File: src/rtl/prog_ctr_pkg.sv
// prog_ctr_pkg -- shared definitions for the program counter block.
//   state_t : sequencer states (IDLE, RUN, DONE)
//   PW_DEF  : default program-counter / Target width
//   CW_DEF  : default run-cycle counter width
package prog_ctr_pkg;

   localparam int PW_DEF = 10;
   localparam int CW_DEF = 16;

   typedef enum logic [1:0] {
      IDLE = 2'd0,
      RUN  = 2'd1,
      DONE = 2'd2
   } state_t;

endpackage

File: src/rtl/prog_ctr_if.sv
// prog_ctr_if -- control/status bundle between the instruction decoder
// and the program counter.
//   Start, Stall, Halt, Jump, Branch, Cond, Target : decoder -> counter
//   PC, Busy, Done, Cycles                         : counter -> decoder
// master = decoder side, slave = prog_ctr side.
interface prog_ctr_if
   import prog_ctr_pkg::*;
#(
   parameter int PW = PW_DEF,
   parameter int CW = CW_DEF
);

   logic          Start;
   logic          Stall;
   logic          Halt;
   logic          Jump;
   logic          Branch;
   logic          Cond;
   logic [PW-1:0] Target;
   logic [PW-1:0] PC;
   logic          Busy;
   logic          Done;
   logic [CW-1:0] Cycles;

   modport master (
      output Start, Stall, Halt, Jump, Branch, Cond, Target,
      input  PC, Busy, Done, Cycles
   );

   modport slave (
      input  Start, Stall, Halt, Jump, Branch, Cond, Target,
      output PC, Busy, Done, Cycles
   );

endinterface

File: src/rtl/prog_ctr.sv
// prog_ctr -- program counter sequencer (IDLE -> RUN -> DONE).
//   clk   : clock, all state changes on the rising edge
//   Reset : synchronous, active-high; forces IDLE, PC=0, Cycles=0
//   bus   : prog_ctr_if.slave
//             in : Start, Stall, Halt, Jump, Branch, Cond, Target
//             out: PC, Busy (in RUN), Done (in DONE), Cycles (RUN count)
// In RUN the next PC is chosen with priority
//   Stall > Halt > Jump > taken Branch > increment.
// Target is used in the same cycle it is presented, so a redirect costs
// exactly the PC register stage. All outputs come straight from flops.
module prog_ctr
   import prog_ctr_pkg::*;
#(
   parameter int PW = PW_DEF,
   parameter int CW = CW_DEF
) (
   input logic         clk,
   input logic         Reset,
   prog_ctr_if.slave   bus
);

   state_t        state, state_nx;
   logic [PW-1:0] pc, pc_nx;
   logic [CW-1:0] cycles, cycles_nx;
   logic          busy, done;

   // Next state, next PC and next cycle count.
   always_comb begin
      state_nx  = state;
      pc_nx     = pc;
      cycles_nx = cycles;
      case (state)
         IDLE, DONE: begin
            if (bus.Start) begin
               state_nx  = RUN;
               pc_nx     = '0;
               cycles_nx = '0;
            end
         end
         RUN: begin
            // Every RUN cycle counts, stalled or not; hold at all-ones.
            if (cycles != '1)
               cycles_nx = cycles + 1'b1;
            if (!bus.Stall) begin
               if (bus.Halt)
                  state_nx = DONE;                // PC keeps the halt address
               else if (bus.Jump)
                  pc_nx = bus.Target;
               else if (bus.Branch && bus.Cond)
                  pc_nx = pc + bus.Target;        // two's-complement offset, wraps
               else
                  pc_nx = pc + 1'b1;
            end
         end
         default: begin
            state_nx  = IDLE;
            pc_nx     = '0;
            cycles_nx = '0;
         end
      endcase
   end

   always_ff @(posedge clk) begin
      if (Reset) begin
         state  <= IDLE;
         pc     <= '0;
         cycles <= '0;
         busy   <= 1'b0;
         done   <= 1'b0;
      end else begin
         state  <= state_nx;
         pc     <= pc_nx;
         cycles <= cycles_nx;
         busy   <= (state_nx == RUN);
         done   <= (state_nx == DONE);
      end
   end

   assign bus.PC     = pc;
   assign bus.Busy   = busy;
   assign bus.Done   = done;
   assign bus.Cycles = cycles;

endmodule

File: src/flat_wrapper.sv
// flat-port wrapper written by rule: the top's interface ports become plain ports
module prog_ctr_flat import prog_ctr_pkg::*;
#(
   parameter int PW = PW_DEF,
   parameter int CW = CW_DEF
)
  (clk, Reset, bus_Start, bus_Stall, bus_Halt, bus_Jump, bus_Branch, bus_Cond, bus_Target, bus_PC, bus_Busy, bus_Done, bus_Cycles);
  prog_ctr_if #(.PW(PW), .CW(CW)) bus_i ();
  input logic clk;
  input logic Reset;
  input wire logic [$bits(bus_i.Start)-1:0] bus_Start;
  input wire logic [$bits(bus_i.Stall)-1:0] bus_Stall;
  input wire logic [$bits(bus_i.Halt)-1:0] bus_Halt;
  input wire logic [$bits(bus_i.Jump)-1:0] bus_Jump;
  input wire logic [$bits(bus_i.Branch)-1:0] bus_Branch;
  input wire logic [$bits(bus_i.Cond)-1:0] bus_Cond;
  input wire logic [$bits(bus_i.Target)-1:0] bus_Target;
  output wire logic [$bits(bus_i.PC)-1:0] bus_PC;
  output wire logic [$bits(bus_i.Busy)-1:0] bus_Busy;
  output wire logic [$bits(bus_i.Done)-1:0] bus_Done;
  output wire logic [$bits(bus_i.Cycles)-1:0] bus_Cycles;
  assign bus_i.Start = bus_Start;
  assign bus_i.Stall = bus_Stall;
  assign bus_i.Halt = bus_Halt;
  assign bus_i.Jump = bus_Jump;
  assign bus_i.Branch = bus_Branch;
  assign bus_i.Cond = bus_Cond;
  assign bus_i.Target = bus_Target;
  assign bus_PC = bus_i.PC;
  assign bus_Busy = bus_i.Busy;
  assign bus_Done = bus_i.Done;
  assign bus_Cycles = bus_i.Cycles;
  prog_ctr #(.PW(PW), .CW(CW)) u_core (.clk(clk), .Reset(Reset), .bus(bus_i));
endmodule
File: config.mk
export PLATFORM = sky130hd
export DESIGN_NAME = prog_ctr_flat
export DESIGN_NICKNAME = d
export VERILOG_FILES = /design/src/rtl/prog_ctr_pkg.sv /design/src/rtl/prog_ctr_if.sv /design/src/rtl/prog_ctr.sv /design/src/flat_wrapper.sv
export SDC_FILE = /design/constraint.sdc
export NUM_CORES = 1
export LEC_CHECK = 0
export ABC_AREA = 1
export CORE_MARGIN = 4
export CORE_UTILIZATION = 51
export CTS_CLUSTER_DIAMETER = 40
export DETAILED_ROUTE_END_ITERATION = 12
export PLACE_DENSITY = 0.86
export REMOVE_ABC_BUFFERS = 1
export SLEW_MARGIN = 10
export SYNTH_ARGS = -nofsm -noshare
export SYNTH_HDL_FRONTEND = slang
export SYNTH_SLANG_ARGS = --single-unit
export TNS_END_PERCENT = 20
File: constraint.sdc
create_clock -name clk -period 1.95 [get_ports clk]
set_input_delay 0.2925 -clock clk [delete_from_list [all_inputs] [get_ports clk]]
set_output_delay 0.2925 -clock clk [all_outputs]
set_load 0.02 [all_outputs]
==> impl_metrics.yaml <==
critical_path:
  worstPathCellList: "clkdlybuf4s50_1 > inv_1 > nand2_1 > ha_2 > fa_2 > nand3_1 > nand2_2 > xor2_1 > o21ai_0 > a21oi_1"
  crit_required_ns: 2.12
  ff2ff_setup_slack_ns: 0.23
  cp-start-kind: "input pin"
  cp_slowest_cell: "clkdlybuf4s50_1"
  endpoint_kind: "flop"
  worst-setup-path-type: "in2reg"
  ff2ff_path_depth: 8
  crit_path_start: "bus_Target[0]"
  crit_fanout: 3
  critPathArrivalTime_ns: 1.98
  slowest_delay_ns: 0.39
  crit_end: "u_core.bus.PC[4]$_SDFFE_PP0P_"
  rr_startpoint: "u_core.bus.Cycles[1]$_SDFFE_PP0P_"
  r2r-end: "u_core.bus.Cycles[1]$_SDFFE_PP0P_"
power:
  cellPowerDensity_nw_per_um2: 533
  clkPwrFrac_pct: 41.9
  power_frac_seq_pct: 40.7
  p_switching_mw: 0.407
  ir_drop_mv: 0.503
  p_leak_nw: 1.27
  power.internal_mw: 1.15
  power_switching_share_pct: 26.1
  combinationalPowerShare_pct: 17.3
final_layout:
  drive_above_1_share_pct: 15.6
  final_nets: 432
  diodes: 0
  multiInputGateArea_um2: 1360
  final_util_pct: 72.6
  area_delta_synth_final_pct: 37.0
  n_fill_cell: 326
  ff_latch_area_um2: 601
  fin_cells: 453
grt:
  use_met3_pct: 4.41
  busiest_layer: "met2"
  antenna_found_initial: 0
  grt_use_met2_pct: 40.3
  grt_use_met1_pct: 27.2
  grt_pass1_wl_um: 9580
  grt_max_degree: 24
  overflow: 0
  grt_pass1_vias: 2299
  grt_usage_pct: 22.7
clock_tree:
  clkLatencyLatePin_ns: 0.29
  clockBufferDepth: 2
  clkTransAtPathRegs_ns: 0.07
  cts_made_buffers: 5
  clock-sinks: 30
  root_buffer: "clkbuf_8"
  ctsHoldBuffers: 0
  cts_tree: "built"
  cts_max_level: 2
routing:
  wirelength_um: 5870
  wl_per_cell_um: 13.0
  ant_nets: 0
  drt_iter0_markers: 121
  drt_pass1_iterations: 4
  drc_errors: 0
  via_per_inst: 5.34
  vias: 2420
placed_design:
  place_congestion: 0.917
  dp_hpwl_um: 4370
  portBuffers: 45
  dp.cells: 446
sta:
  finClkSkew_ns: 0.00976
  max_slew.worst_pin.slew_ns: 0.507
  fin_setup_tns_ns: 0
  setup_violations: 0
  fmax_mhz: 552
  slew_viol_final: 0
  min_period_over_period_pct: 92.9
  rsz0062_at_grt: "no"
  slew_headroom_pct: 66.0
  finalCriticalPeriod_ns: 1.81
  final_hold_viol_count: 0
  whs_ns: 0.489
floorplan:
  start_util_pct: 53.0
  chipWidth_um: 72.7
  fp.dieH_um: 72.7
  rows: 23
  core_area_um2: 4030
  ios: 46
  dieArea_um2: 5290
yosys:
  post-synth-top-count-cell: "nand2_1"
  ys_seq_elements: 30
  yosys_warnings: 0
  yosys-top-cells-area: "dfxtp_1 28%, nand2_1 15%, nor2_1 8.3%"
  async_flop_share_pct: 0
  synth_top_area_cell: "dfxtp_1"
  synth_top_cell_area_share_pct: 28.1
  yosysSeqAreaShare_pct: 28.1
  avgSynthCellArea_um2: 6.38
  netlist_top_cells_count: "85 x nand2_1, 47 x nor2_1, 43 x inv_1"
  synth_cell_type_count: 31
  synth_cells: 335
  synth_edf_count: 0
  ys.flop_type: "dfxtp_1"
  syn_area_um2: 2140
flow_run:
  maxCapViolations: 0
run_status:
  run_status: "completed"
worst_hold_path:
  worst_hold_path_type: "reg2reg"
-- critical path: cells and delay by family --
| kind | cells | cell delay (ns) |
|---|---|---|
| adder cells (fa/ha/maj) | 2 | 0.53 |
| AND/OR/NAND/NOR | 3 | 0.26 |
| AO/OA/AOI/OAI | 2 | 0.28 |
| XOR/XNOR | 1 | 0.15 |
| buffers and inverters | 2 | 0.47 |
-- state kept, by name, indices dropped and copies added (netlist names) --
name,flops
u_core.bus.Busy,1
u_core.bus.Done,1
u_core.bus.PC,10
u_core.bus.Cycles,16
u_core.state,2
-- cell families after synthesis --
kind of cell	count (synthesis)	synth area share [%]
AOI/OAI and AO/OA	50	13.8
xor gates and xnor gates	5	2.05
buffers and inverters	50	10.3
and+or+nand+nor	189	39.0
DFF	30	28.1
adders and majority gates	11	6.80
-- power groups by stage --
stage	clock network (mW)	registers (mW)	logic, mW
after floorplan	0	0.663	0.114
after global placement	0	0.649	0.258
after detailed placement	0	0.650	0.263
after CTS	0.659	0.635	0.266
after global routing	0.688	0.637	0.295
final	0.654	0.636	0.270
-- worst min-delay path by stage --
| stage | start | endpoint | cells after the start | slack (ns) |
|---|---|---|---|---|
| floorplan | Reset | u_core.bus.Cycles[10]$_SDFFE_PP0P_ | 1 | 0.35 |
| global placement | u_core.bus.PC[8]$_SDFFE_PP0P_ | u_core.bus.PC[8]$_SDFFE_PP0P_ | 2 | 0.47 |
| detailed placement | u_core.bus.PC[8]$_SDFFE_PP0P_ | u_core.bus.PC[8]$_SDFFE_PP0P_ | 2 | 0.48 |
| CTS | u_core.bus.PC[8]$_SDFFE_PP0P_ | u_core.bus.PC[8]$_SDFFE_PP0P_ | 2 | 0.49 |
| global route | u_core.bus.PC[6]$_SDFFE_PP0P_ | u_core.bus.PC[6]$_SDFFE_PP0P_ | 2 | 0.51 |
| finish | u_core.bus.PC[3]$_SDFFE_PP0P_ | u_core.bus.PC[3]$_SDFFE_PP0P_ | 2 | 0.49 |
-- per-layer routing --
metal	share of wire (%)	wire, um
met5	0	0
met2	51	2980
met1	41	2390
met4	2.2	129
met3	6.3	371
-- stage by stage --
| stage | setup slack [ns] | power [mW] | area, um2 |
|---|---|---|---|
| after detailed placement | -0.358 | 0.913 | 2760 |
| final | 0.139 | 1.56 | 2930 |
| after floorplan | 0.154 | 0.778 | 2080 |
| after CTS | -0.00587 | 1.56 | 2880 |
| after global placement | -0.335 | 0.907 | 2760 |
| after global routing | 0.0427 | 1.62 | 2930 |
-- area by class of cell --
class | count | share of cell area (%)
clock buffers | 6 | 2.82
clock inverters | 1 | 1.03
inverters | 44 | 5.64
multi-input cells | 255 | 46.5
flip-flops and latches | 30 | 20.5
well taps | 50 | 2.14
repair buffers | 67 | 21.3
-- cells in the final DEF (no fill, tap or decap), types with 2 or more instances in the layout --
| master | count |
|---|---|
| nor2_1 | 47 |
| or2_2 | 4 |
| buf_4 | 21 |
| xor2_1 | 4 |
| ha_1 | 9 |
| dlymetal6s2s_1 | 2 |
| inv_1 | 43 |
| nor2_2 | 2 |
| a21oi_2 | 9 |
| nand4_1 | 6 |
| a21oi_1 | 26 |
| nand2_1 | 80 |
| o21ai_0 | 8 |
| clkdlybuf4s50_1 | 43 |
| dfxtp_1 | 30 |
| nand2_2 | 8 |
| nand3_1 | 28 |
| nand3_2 | 2 |
| clkbuf_8 | 6 |
| nor3_1 | 7 |
-- timing repair --
action,in CTS,in global routing
endpoints found under the setup margin,6,7
buffers inserted,0,0
resized for setup,3,13
pin swaps,0,3
No activity file was read; power rests on OpenSTA's default activity.
